`src/rtl/ysyx_23060278_ifu_pkg.sv`:
```
// Shared types and constants for the instruction fetch unit.
// Holds the FSM encoding, the PC next-value selector, reset PC and the NOP word.
package ysyx_23060278_ifu_pkg;

  typedef enum logic [1:0] {
    ST_REQ  = 2'd0,
    ST_WAIT = 2'd1,
    ST_OUT  = 2'd2,
    ST_DROP = 2'd3
  } ifu_state_e;

  typedef enum logic [1:0] {
    PC_HOLD     = 2'd0,
    PC_REDIRECT = 2'd1,
    PC_INCR     = 2'd2
  } pc_sel_e;

  localparam logic [31:0] RESET_PC_DEFAULT = 32'h8000_0000;
  localparam logic [31:0] NOP_INST         = 32'h0000_0013;
  localparam int unsigned PC_STEP          = 4;

endpackage

```
`src/rtl/ysyx_23060278_ifu_if.sv`:
```
// Fetch bus, decode handshake and redirect signals of the IFU.
// Handshake rule: a transfer happens on a clock edge where valid && ready are both high.
interface ysyx_23060278_ifu_if #(
  parameter int XLEN = 32
);
  logic            req_valid;
  logic            req_ready;
  logic [XLEN-1:0] req_addr;
  logic            rsp_valid;
  logic            rsp_ready;
  logic [31:0]     rsp_data;
  logic            rsp_err;
  logic            inst_valid;
  logic            inst_ready;
  logic [31:0]     inst;
  logic [XLEN-1:0] inst_pc;
  logic            inst_fault;
  logic            redirect_valid;
  logic [XLEN-1:0] redirect_pc;

  modport master (
    output req_valid, req_addr, rsp_ready, inst_valid, inst, inst_pc, inst_fault,
    input  req_ready, rsp_valid, rsp_data, rsp_err, inst_ready, redirect_valid, redirect_pc
  );

  modport slave (
    input  req_valid, req_addr, rsp_ready, inst_valid, inst, inst_pc, inst_fault,
    output req_ready, rsp_valid, rsp_data, rsp_err, inst_ready, redirect_valid, redirect_pc
  );
endinterface

```
`src/rtl/ysyx_23060278_pc_reg.sv`:
```
// Program counter register: holds, steps by 4 (wrapping), or loads a word-aligned redirect target.
module ysyx_23060278_pc_reg
  import ysyx_23060278_ifu_pkg::*;
#(
  parameter int              XLEN     = 32,
  parameter logic [XLEN-1:0] RESET_PC = RESET_PC_DEFAULT
) (
  input  logic            clk,
  input  logic            rst,
  input  pc_sel_e         sel,
  input  logic [XLEN-1:0] redirect_pc,
  output logic [XLEN-1:0] pc
);

  always_ff @(posedge clk) begin
    if (rst) begin
      pc <= RESET_PC;
    end else begin
      unique case (sel)
        PC_REDIRECT: pc <= {redirect_pc[XLEN-1:2], 2'b00};
        PC_INCR:     pc <= pc + XLEN'(PC_STEP);
        default:     pc <= pc;
      endcase
    end
  end

endmodule

```
`src/rtl/ysyx_23060278_ifu.sv`:
```
// Instruction fetch unit: one outstanding fetch, registered instruction output to decode,
// redirects from execute flush whatever fetch is in flight.
module ysyx_23060278_ifu
  import ysyx_23060278_ifu_pkg::*;
#(
  parameter int              XLEN     = 32,
  parameter logic [XLEN-1:0] RESET_PC = RESET_PC_DEFAULT
) (
  input  logic                        clk,
  input  logic                        rst,
  ysyx_23060278_ifu_if.master         bus,
  output ifu_state_e                  dbg_state
);

  ifu_state_e      state, state_next;
  pc_sel_e         pc_sel;
  logic            capture;
  logic [XLEN-1:0] pc;
  logic [31:0]     inst_q;
  logic [XLEN-1:0] inst_pc_q;
  logic            inst_fault_q;

  ysyx_23060278_pc_reg #(
    .XLEN     (XLEN),
    .RESET_PC (RESET_PC)
  ) u_pc_reg (
    .clk         (clk),
    .rst         (rst),
    .sel         (pc_sel),
    .redirect_pc (bus.redirect_pc),
    .pc          (pc)
  );

  always_ff @(posedge clk) begin
    if (rst) begin
      state <= ST_REQ;
    end else begin
      state <= state_next;
    end
  end

  // Redirect outranks every other event; a request or response that completes
  // in the redirect cycle must still be drained or discarded.
  always_comb begin
    state_next = state;
    pc_sel     = PC_HOLD;
    capture    = 1'b0;
    unique case (state)
      ST_REQ: begin
        if (bus.redirect_valid) begin
          pc_sel     = PC_REDIRECT;
          state_next = bus.req_ready ? ST_DROP : ST_REQ;
        end else if (bus.req_ready) begin
          state_next = ST_WAIT;
        end
      end
      ST_WAIT: begin
        if (bus.redirect_valid) begin
          pc_sel     = PC_REDIRECT;
          state_next = bus.rsp_valid ? ST_REQ : ST_DROP;
        end else if (bus.rsp_valid) begin
          capture    = 1'b1;
          state_next = ST_OUT;
        end
      end
      ST_OUT: begin
        if (bus.redirect_valid) begin
          pc_sel     = PC_REDIRECT;
          state_next = ST_REQ;
        end else if (bus.inst_ready) begin
          pc_sel     = PC_INCR;
          state_next = ST_REQ;
        end
      end
      ST_DROP: begin
        if (bus.redirect_valid) begin
          pc_sel = PC_REDIRECT;
        end
        if (bus.rsp_valid) begin
          state_next = ST_REQ;
        end
      end
      default: state_next = ST_REQ;
    endcase
  end

  always_ff @(posedge clk) begin
    if (rst) begin
      inst_q       <= NOP_INST;
      inst_pc_q    <= RESET_PC;
      inst_fault_q <= 1'b0;
    end else if (capture) begin
      inst_q       <= bus.rsp_data;
      inst_pc_q    <= pc;
      inst_fault_q <= bus.rsp_err;
    end
  end

  assign bus.req_valid  = (state == ST_REQ);
  assign bus.req_addr   = pc;
  assign bus.rsp_ready  = (state == ST_WAIT) || (state == ST_DROP);
  assign bus.inst_valid = (state == ST_OUT);
  assign bus.inst       = inst_q;
  assign bus.inst_pc    = inst_pc_q;
  assign bus.inst_fault = inst_fault_q;
  assign dbg_state      = state;

endmodule
```
`src/flat_wrapper.sv`:
```
// flat-port wrapper written by rule: the top's interface ports become plain ports
module ysyx_23060278_ifu_flat import ysyx_23060278_ifu_pkg::*;
#(
  parameter int              XLEN     = 32,
  parameter logic [XLEN-1:0] RESET_PC = RESET_PC_DEFAULT
)
  (clk, rst, dbg_state, bus_req_valid, bus_req_addr, bus_rsp_ready, bus_inst_valid, bus_inst, bus_inst_pc, bus_inst_fault, bus_req_ready, bus_rsp_valid, bus_rsp_data, bus_rsp_err, bus_inst_ready, bus_redirect_valid, bus_redirect_pc);
  ysyx_23060278_ifu_if #(.XLEN(XLEN)) bus_i ();
  input  logic clk;
  input  logic rst;
  output ifu_state_e dbg_state;
  output wire logic [$bits(bus_i.req_valid)-1:0] bus_req_valid;
  output wire logic [$bits(bus_i.req_addr)-1:0] bus_req_addr;
  output wire logic [$bits(bus_i.rsp_ready)-1:0] bus_rsp_ready;
  output wire logic [$bits(bus_i.inst_valid)-1:0] bus_inst_valid;
  output wire logic [$bits(bus_i.inst)-1:0] bus_inst;
  output wire logic [$bits(bus_i.inst_pc)-1:0] bus_inst_pc;
  output wire logic [$bits(bus_i.inst_fault)-1:0] bus_inst_fault;
  input wire logic [$bits(bus_i.req_ready)-1:0] bus_req_ready;
  input wire logic [$bits(bus_i.rsp_valid)-1:0] bus_rsp_valid;
  input wire logic [$bits(bus_i.rsp_data)-1:0] bus_rsp_data;
  input wire logic [$bits(bus_i.rsp_err)-1:0] bus_rsp_err;
  input wire logic [$bits(bus_i.inst_ready)-1:0] bus_inst_ready;
  input wire logic [$bits(bus_i.redirect_valid)-1:0] bus_redirect_valid;
  input wire logic [$bits(bus_i.redirect_pc)-1:0] bus_redirect_pc;
  assign bus_req_valid = bus_i.req_valid;
  assign bus_req_addr = bus_i.req_addr;
  assign bus_rsp_ready = bus_i.rsp_ready;
  assign bus_inst_valid = bus_i.inst_valid;
  assign bus_inst = bus_i.inst;
  assign bus_inst_pc = bus_i.inst_pc;
  assign bus_inst_fault = bus_i.inst_fault;
  assign bus_i.req_ready = bus_req_ready;
  assign bus_i.rsp_valid = bus_rsp_valid;
  assign bus_i.rsp_data = bus_rsp_data;
  assign bus_i.rsp_err = bus_rsp_err;
  assign bus_i.inst_ready = bus_inst_ready;
  assign bus_i.redirect_valid = bus_redirect_valid;
  assign bus_i.redirect_pc = bus_redirect_pc;
  ysyx_23060278_ifu #(.XLEN(XLEN), .RESET_PC(RESET_PC)) u_core (.clk(clk), .rst(rst), .bus(bus_i), .dbg_state(dbg_state));
endmodule
```
`config.mk`:
```
export PLATFORM = sky130hd
export DESIGN_NAME = ysyx_23060278_ifu_flat
export DESIGN_NICKNAME = d
export VERILOG_FILES = /design/src/rtl/ysyx_23060278_ifu_pkg.sv /design/src/rtl/ysyx_23060278_ifu_if.sv /design/src/rtl/ysyx_23060278_pc_reg.sv /design/src/rtl/ysyx_23060278_ifu.sv /design/src/flat_wrapper.sv
export SDC_FILE = /design/constraint.sdc
export NUM_CORES = 1
export LEC_CHECK = 0
export CORE_UTILIZATION = 44
export DETAILED_ROUTE_END_ITERATION = 7
export GPL_ROUTABILITY_DRIVEN = 0
export GPL_TIMING_DRIVEN = 0
export HOLD_SLACK_MARGIN = 0.06
export PLACE_DENSITY = 0.81
export SETUP_SLACK_MARGIN = 0.2
export SKIP_LAST_GASP = 1
export SLEW_MARGIN = 0
export SYNTH_ARGS = -nofsm -noshare
export SYNTH_HDL_FRONTEND = slang
export SYNTH_SLANG_ARGS = --single-unit
```
`constraint.sdc`:
```
create_clock -name clk -period 2.5 [get_ports clk]
set_input_delay 0.375 -clock clk [delete_from_list [all_inputs] [get_ports clk]]
set_output_delay 0.375 -clock clk [all_outputs]
set_load 0.005 [all_outputs]
```
==> results.md <==
* CP most frequent cell: buf_2
* Yosys reg bits at 95
* Critical path's top delay family: buffers and inverters
* Post-DP HPWL at between 10000 and 15000 um
* Status: complete, no violations
* Synth Cell Area at 4330 um^2
* Clk pin slew, worst setup/hold paths at around 0.090 ns
* Pleak at between 2 and 2.5 nW
* Placed insts at ~860
* Final worst-path setup slack at ~0.3 ns
* FP Rows at 35
* Register area share after synthesis at 0.439
* Input/output buffers at between 150 and 200
* Final instance area at about 6400 um^2
* Fraction of layout instances using a drive strength above 1 at 0.0727
* WP buf/inv at 4
* Largest net degree at the start of global routing at 16
* Top FF cell, synth: dfxtp_1
* Slew Viols, Final at 0
* Synth cell count leaders: nand2_1 (144), dfxtp_1 (95), a21oi_1 (88)
* Synth Instances at approximately 560
* CP Cell Sequence: clkbuf_4, nor2b_1, and3_1, ha_1, buf_2, clkinv_2, buf_2, o2bb2ai_1, a22oi_1, nor2_1
* Library cells used by synthesis at 56
* Type of origin of the critical path: flop
* Layout Area Growth over Synthesis at 46.7%
* CP arrival at around 2.4 ns
* Setup bufs post-CTS at 0
* Syn Area/Cell at between 7 and 8 um^2
* Total number of vias at ~4.8k
* Rel. slew slack at 0.538
* Max Cap Violations at 0
* Most common cell in the netlist: nand2_1
* WL final at around 14000 um
* # fillers at approximately 840
* DRC at 0
* Vias/cell at about 5.5
* Non-Filler Instances at between 800 and 900
* Slowest Stage Delay on Critical Path at approximately 0.33 ns
* Iteration-0 DRC Markers at roughly 340
* Final Hold Viols at 0
* Dpl cell area at approximately 6200 um^2
* Clock buffer depth at 2
* Worst-Skew Late Latency at ~0.36 ns
* # IOs at 173
* Part of the cycle the worst path needs at 0.880
* Worst VDD drop at ~300 uV
* WS Path Type: flop to flop
* First-pass GRT wire length at 22200 um
* Met2 usage at 0.481
* RSZ-0062 raised after global routing: true
* CP endpoint kind: flop
* Max Fclk at 455 MHz
* Hold crit path type: flop to flop
* Setup-failing EPs final at 0
* Htree depth at 3
* Design Power at roughly 3 mW
* Top cells by area, synth: dfxtp_1 (44%), nand2_1 (12%), a21oi_1 (10%)
* Total CTS buffers at 9
* Die W at roughly 100 um
* Initial antenna violation count at 0
* Dominant cell type by area after synthesis: dfxtp_1
* Nets at between 800 and 900
* Synth warn at 0
* Core Area at 9370 um^2
* Final Core Density at 0.678
* Routed Antenna Nets at 0
* Starting Density at 0.462
* Worst hold slack at 0.458 ns
* Most used routing layer: met2
* Grt total ovfl at 0
* Critical Path RT at 2.74 ns
* WP depth at 10
* CTS Sinks at 95
* N_diodes at 0
* PwrDens at approximately 480 nW/um^2
* Setup TNS at 0 ns
* GRT Overall Usage at 0.277
* Slowest CP cell: dfxtp_1
* Hold_buf cts at 0
* Router iterations before antenna repair at 7
* Setup Skew at ~0.0094 ns
* Worst R2R Path Depth at 10
* Routed length per placed instance at about 16 um
* CP max FO at 10
* Die Span Y at ~100 um
* Clock root buffer: clkbuf_8
* Dpl ws at -0.330 ns
* Number of global-route vias before repair at ~4.6k
* Worst-Margin Slew at around 0.69 ns
* Fin crit period at 2.20 ns
* Post-synth EDFFs at 0
* Worst hold path cell count at 2
* Yosys top cell area share at 0.439
* GRT met1 Usage at 0.336
* Post-synth ARST share at 0
* CTS tree: done
* Die footprint at between 10000 and 15000 um^2
* Met3 GRT Util at 0.0718
## what timing repair did
item | in CTS | in global routing
resized for setup | 8 | 15
endpoints found under the setup margin | 29 | 17
hold endpoints to repair | 0 | 0
## path summary, 6_finish.rpt
path,startpoint,to,slack (ns)
worst max-delay path,u_core.dbg_state[0],u_core.u_pc_reg.pc[7],0.30
worst min-delay path,u_core.bus.inst_pc[30],u_core.bus.inst_pc[30],0.46
worst max register to register,u_core.dbg_state[0],u_core.u_pc_reg.pc[7],0.30
worst min register to register,u_core.bus.inst_pc[30],u_core.bus.inst_pc[30],0.46
## cell usage in the layout (no fill, tap or decap), drive strengths merged, types with 2 or more instances in the layout
cell type,n
dfxtp,95
a211oi,4
o32ai,2
nor2b,4
nand3,15
buf,15
a22oi,13
o22ai,10
o21ai,10
or3,5
nand2,144
nor3,13
conb,4
mux2i,9
clkbuf,46
or4,2
nand2b,3
and2,2
nor2,28
nor4,5
o211ai,2
a21oi,88
ha,2
and4,5
nand3b,5
o2bb2ai,2
inv,7
o31ai,2
nand4,10
a31oi,4
clkdlybuf4s50,165
and3,5
clkinv,5
## final cells by class
class	instances	area, um^2	area share
buffer	49	235	0.0370
clock buffer	12	145	0.0228
clock inverter	4	31.3	0.00492
inverter	8	31.3	0.00492
multi-input combinational	410	2200	0.346
sequential	95	1900	0.299
tap	129	161	0.0254
timing repair buffer	165	1650	0.260
## routing by layer
metal / wire length (um) / vias up
li1: - / 2292
met1: 5720 / 2222
met2: 6930 / 253
met3: 1300 / 28
met4: 160 / 0
met5: 0 / -
## where the power goes
| part | internal [mW] | leakage, nW | switching, mW |
|---|---|---|---|
| clock | 0.394 | 0.0905 | 0.540 |
| combinational | 0.283 | 1.35 | 0.218 |
| sequential | 1.57 | 0.773 | 0.0741 |
## worst register-to-register path, stage by stage (launching register included)
cell and delay [ns]:
dfxtp_1 0.33, clkbuf_4 0.17, nor2b_1 0.17, and3_1 0.18, ha_1 0.18, buf_2 0.23
clkinv_2 0.20, buf_2 0.24, o2bb2ai_1 0.15, a22oi_1 0.18, nor2_1 0.06
## state kept, by name, summed over array words and instances, names as in the netlist
register	count
u_core.bus.inst	32
u_core.bus.inst_fault	1
u_core.bus.inst_pc	30
u_core.dbg_state	2
u_core.u_pc_reg.pc	30
## logic make-up after synthesis
logic type               Yosys count  share of synthesized area
other                              1                   0.000866
AND/OR/NAND/NOR                  250                      0.281
AO/OA/AOI/OAI                    144                      0.192
flip-flops                        95                      0.439
buffers and inverters             57                     0.0572
adder cells (fa/ha/maj)            2                    0.00578
multiplexers                      10                     0.0243
Power figures use the tool's default switching activity.
